===== config.mk =====
export PLATFORM = sky130hd
export DESIGN_NAME = reg_file_sb
export DESIGN_NICKNAME = d
export VERILOG_FILES = /design/src/rtl/cpu_pkg.sv /design/src/rtl/gpr_cell.sv /design/src/rtl/reg_file_sb.sv
export SDC_FILE = /design/constraint.sdc
export NUM_CORES = 1
export LEC_CHECK = 0
export CORE_AREA = 2 2 172 174
export CTS_CLUSTER_DIAMETER = 50
export DETAILED_ROUTE_END_ITERATION = 8
export DIE_AREA = 0 0 174 176
export PLACE_DENSITY = 0.7
export SLEW_MARGIN = 20
export SYNTH_ARGS = -nofsm -noshare
export SYNTH_HDL_FRONTEND = slang
export SYNTH_SLANG_ARGS = --single-unit

===== constraint.sdc =====
create_clock -name clk -period 2.45 [get_ports clk]
set_clock_uncertainty 0.15 [all_clocks]
set_input_delay 0.49 -clock clk [delete_from_list [all_inputs] [get_ports clk]]
set_output_delay 0.49 -clock clk [all_outputs]
set_load 0.02 [all_outputs]

===== src/rtl/cpu_pkg.sv =====
// Shared CPU datapath constants for the register file and its cells.
package cpu_pkg;

  localparam int unsigned DATA_W = 16;
  localparam int unsigned NREG   = 16;
  localparam int unsigned ADDR_W = 4;

  localparam logic [ADDR_W-1:0] REG_ZERO = 4'd0;

endpackage


===== src/rtl/gpr_cell.sv =====
// One general-purpose register: synchronous reset, write enable.
module gpr_cell
  import cpu_pkg::*;
#(
  parameter int unsigned W = DATA_W
) (
  input  logic         clk,
  input  logic         reset,
  input  logic         we,
  input  logic [W-1:0] d,
  output logic [W-1:0] q
);

  logic [W-1:0] q_q;

  always_ff @(posedge clk) begin
    if (reset) begin
      q_q <= '0;
    end else if (we) begin
      q_q <= d;
    end
  end

  assign q = q_q;

endmodule


===== src/rtl/reg_file_sb.sv =====
// 16x16 register file with per-register busy scoreboard and same-cycle
// write-to-read bypass; r0 reads as zero and is never busy.
module reg_file_sb
  import cpu_pkg::*;
(
  input  logic              clk,
  input  logic              reset,
  input  logic [ADDR_W-1:0] rs_addr,
  input  logic [ADDR_W-1:0] rt_addr,
  output logic [DATA_W-1:0] rs_data,
  output logic [DATA_W-1:0] rt_data,
  output logic              rs_busy,
  output logic              rt_busy,
  input  logic              issue_en,
  input  logic [ADDR_W-1:0] issue_addr,
  input  logic              wr_en,
  input  logic [ADDR_W-1:0] wr_addr,
  input  logic [DATA_W-1:0] wr_data
);

  logic [NREG-1:0][DATA_W-1:0] regs;
  logic [NREG-1:0]             busy_q, busy_d;
  logic                        wr_ok, issue_ok;

  assign wr_ok    = wr_en && (wr_addr != REG_ZERO);
  assign issue_ok = issue_en && (issue_addr != REG_ZERO);

  assign regs[0] = '0;

  for (genvar i = 1; i < NREG; i++) begin : g_cell
    gpr_cell #(
      .W(DATA_W)
    ) u_cell (
      .clk  (clk),
      .reset(reset),
      .we   (wr_ok && (wr_addr == ADDR_W'(i))),
      .d    (wr_data),
      .q    (regs[i])
    );
  end

  // Issue is applied after clear so a new producer supersedes a retiring one.
  always_comb begin
    busy_d = busy_q;
    if (wr_ok) begin
      busy_d[wr_addr] = 1'b0;
    end
    if (issue_ok) begin
      busy_d[issue_addr] = 1'b1;
    end
    busy_d[0] = 1'b0;
  end

  always_ff @(posedge clk) begin
    if (reset) begin
      busy_q <= '0;
    end else begin
      busy_q <= busy_d;
    end
  end

  always_comb begin
    rs_data = regs[rs_addr];
    rs_busy = busy_q[rs_addr];
    if (rs_addr == REG_ZERO) begin
      rs_data = '0;
      rs_busy = 1'b0;
    end else if (wr_en && (wr_addr == rs_addr)) begin
      rs_data = wr_data;
      rs_busy = 1'b0;
    end
  end

  always_comb begin
    rt_data = regs[rt_addr];
    rt_busy = busy_q[rt_addr];
    if (rt_addr == REG_ZERO) begin
      rt_data = '0;
      rt_busy = 1'b0;
    end else if (wr_en && (wr_addr == rt_addr)) begin
      rt_data = wr_data;
      rt_busy = 1'b0;
    end
  end

endmodule


==> impl_metrics.env <==
export IMPL_layout_commonest_cell="sky130_fd_sc_hd__buf_4"
export IMPL_clkSlewWorstSetupHoldPaths_ns=0.06
export IMPL_timing_critical_path_slowest_stage_cell="sky130_fd_sc_hd__or4_4"
export IMPL_rsz0062_at_grt="yes"
export IMPL_dpl_hpwl_um=33600
export IMPL_hold_path_cell_count=2
export IMPL_hold_path_startpoint="reset"
export IMPL_cts_buffers_inserted=34
export IMPL_power_leakage_nw=8.06
export IMPL_hold_end="g_cell[13].u_cell.q[15]$_SDFFE_PP0P_"
export IMPL_wl_per_cell_um=24.8
export IMPL_detailedRoute_firstIterationViolations=1540
export IMPL_worst_ep_required_time_ns=1.81
export IMPL_total_count_of_max_transition_violations_in_the_final_report=0
export IMPL_worst_path_dominant_cell_family="simple AND/OR/NAND/NOR gates"
export IMPL_clkSinkCount=255
export IMPL_r2r_slack_ns=1.38
export IMPL_worstSetupEndpointType="output port"
export IMPL_die_span_x_um=174
export IMPL_pwr_density_cell_nw_per_um2=555
export IMPL_count_of_flip_flops_with_a_built_in_enable_after_synthesis=0
export IMPL_max_cap_violations=0
export IMPL_synth_ff_latch_count=255
export IMPL_areaGrowthSynthToFinish_pct=42.0
export IMPL_finalWorstSetupSlack_ns=-0.368
export IMPL_cpPeakStageDelay_ns=0.58
export IMPL_final_cell_mix="sky130_fd_sc_hd__buf_4, sky130_fd_sc_hd__dfxtp_1, sky130_fd_sc_hd__nor2_1"
export IMPL_synth_ff_type="sky130_fd_sc_hd__dfxtp_1"
export IMPL_drt_total_wl_um=53300
export IMPL_finalCritPeriodShare=1.15
export IMPL_synthCells=1475
export IMPL_synth_nets=1511
export IMPL_hold_slack_ns=0.236
export IMPL_report_final_hold_viol_count=0
export IMPL_synth_area_per_cell_um2=9.61
export IMPL_number_of_antenna_violations_at_the_first_check_in_global_routing=0
export IMPL_final_layout_size_suffix_gt1_frac=0.434
export IMPL_grt_start_max_net_pins=55
export IMPL_synth_seq_area_share=0.360
export IMPL_reg2reg_launch_point="busy_q[15]$_SDFF_PP0_"
export IMPL_detail_route_drc_violations=0
export IMPL_critPathBufInv=5
export IMPL_first_pass_grt_wire_length_um=79400
export IMPL_worstReg2RegEnd="busy_q[15]$_SDFF_PP0_"
export IMPL_cp_data_arrival_time_ns=2.18
export IMPL_netlist_area_um2=14200
export IMPL_postRouteAntennaNets=0
export IMPL_avgViaCountPerCell=6.27
export IMPL_vdd_ir_drop_max_uv=488
export IMPL_tightest_slew_ns=0.663
export IMPL_coreArea_um2=28500
export IMPL_failed_checks="setup timing"
export IMPL_hp_class="in -> reg"
export IMPL_dieArea_um2=30600
export IMPL_max_freq_mhz=355
export IMPL_cts_root_buffer_cell="sky130_fd_sc_hd__clkbuf_16"
export IMPL_netlist_cell_type_count=49
export IMPL_final_nets=1776
export IMPL_layout_min_cycle_time_ns=2.82
export IMPL_die_height_um=176
export IMPL_n_fill_cell=1978
export IMPL_cts_htree_levels=2
export IMPL_yosysWarnings=0
export IMPL_num_io_pins=70
export IMPL_crit_path_max_fanout=8
export IMPL_gr_total_overflow=0
export IMPL_run_status="finished with violations"
export IMPL_grt_use_total=0.338
export IMPL_timing_slew_headroom=0.557
export IMPL_timing_setup_critical_path_class="in -> out"
export IMPL_ff2ff_path_depth=4
export IMPL_setup_worst_path_start_class="input port"
export IMPL_1st_pass_router_iterations=7
export IMPL_floorplan_rows=62
export IMPL_globalplace_congestion=0.960
export IMPL_port_buffers=69
export IMPL_finalSetupViolations=34
export IMPL_worstPathCellList="buf_8, buf_6, xnor2_4, nand3_2, or4_4, buf_8, buf_12, nor2_4, nor3_4, buf_6"
export IMPL_cts_path_max_buffers=3
export IMPL_route_vias_total=13500
export IMPL_setup_tns_final_ns=-10.09
export IMPL_grt_pass1_vias=13600
export IMPL_antenna_cells=0
export IMPL_asyncSetResetFlopFracSynth=0
export IMPL_cts_tree="done"
export IMPL_starting_utilization_of_the_core_area=0.497
export IMPL_worst_skew_pair_late_latency_ns=0.51
[where the power goes]
group / internal, W / switching, W
Clock: 0.00321 / 0.00198
Sequential: 0.00420 / 0.0000397
Combinational: 0.000800 / 0.000935
[cell type report]
class	instances	area, µm²	area share
sequential	255	5140	0.255
clock inverter	15	180	0.00895
clock buffer	46	1000	0.0497
timing repair buffer	387	4060	0.201
tap	384	480	0.0239
inverter	5	22.5	0.00112
multi-input combinational	1057	9260	0.460
[registers in the layout, indices dropped and copies added, names as in the netlist]
signal	count
busy_q	15
g_cell.u_cell.q	240
[worst register-to-register path: stages, from the launching register on]
cell and delay [ns]:
sky130_fd_sc_hd__dfxtp_2 0.31, sky130_fd_sc_hd__buf_4 0.13, sky130_fd_sc_hd__buf_4 0.12, sky130_fd_sc_hd__a32oi_1 0.16
sky130_fd_sc_hd__nor2_1 0.06
[worst max path at each step]
stage | endpoint | slack, ns | depth (start not counted) | from
global route | rs_data[15] | -0.43 | 12 | rs_addr[0]
floorplan | rs_data[13] | -0.06 | 9 | rs_addr[0]
CTS | rs_data[4] | -0.37 | 11 | rs_addr[0]
detailed placement | rt_data[8] | -1.09 | 10 | wr_addr[2]
finish | rt_data[11] | -0.37 | 10 | wr_addr[2]
global placement | rt_data[9] | -1.07 | 9 | wr_addr[2]
[metrics by stage]
step	setup WS [ns]	utilization	total power (W)	cell area, µm²	std cells
after floorplan	-0.0595	-	0.00518	15000	1475
after global placement	-1.07	0.621	0.00578	17700	2039
after detailed placement	-1.09	0.621	0.00579	17700	2039
after CTS	-0.372	0.695	0.0111	19800	2145
after global routing	-0.429	0.705	0.0114	20100	2149
final	-0.368	0.705	0.0112	20100	2149
[cells by family after synthesis]
logic type / synth area share
buf+inv: 0.0582
mux: 0.328
compound gates: 0.0780
flops: 0.360
xor+xnor: 0.00309
simple gates: 0.173
[metal layers]
metal / GRT usage / part of all wire / vias up
met5: 0 / 0 / -
met4: 0.195 / 0.067 / 0
met3: 0.0545 / 0.093 / 250
met2: 0.563 / 0.47 / 843
met1: 0.419 / 0.37 / 6583
li1: - / - / 5797
[synthesized netlist by cell type (all sizes together), types with 3 or more instances]
| library cell | number | area share |
|---|---|---|
| mux4 | 102 | 0.17 |
| a21oi | 87 | 0.031 |
| a22oi | 8 | 0.0042 |
| a221oi | 32 | 0.020 |
| clkbuf | 98 | 0.026 |
| nand2 | 203 | 0.054 |
| nor2b | 37 | 0.016 |
| o22ai | 3 | 0.0018 |
| inv | 4 | 0.0011 |
| a211oi | 32 | 0.018 |
| o21ai | 4 | 0.0014 |
| nor3 | 67 | 0.025 |
| nor2 | 212 | 0.057 |
| dfxtp | 255 | 0.36 |
| nor4 | 3 | 0.0033 |
| buf | 60 | 0.031 |
| xor2 | 3 | 0.0019 |
| mux2 | 51 | 0.040 |
| mux2i | 163 | 0.12 |
| nand2b | 7 | 0.0031 |
| nand3 | 24 | 0.0085 |
[repair_timing]
| action | 4_1_cts | 5_1_grt |
|---|---|---|
| cloned | 6 | 3 |
| setup endpoints to repair | 34 | 34 |
| hold buffers | 0 | 0 |
| setup buffers | 41 | 5 |
| resized for setup | 336 | 88 |
| pin swaps | 52 | 45 |
No activity file was read; power rests on OpenSTA's default activity.
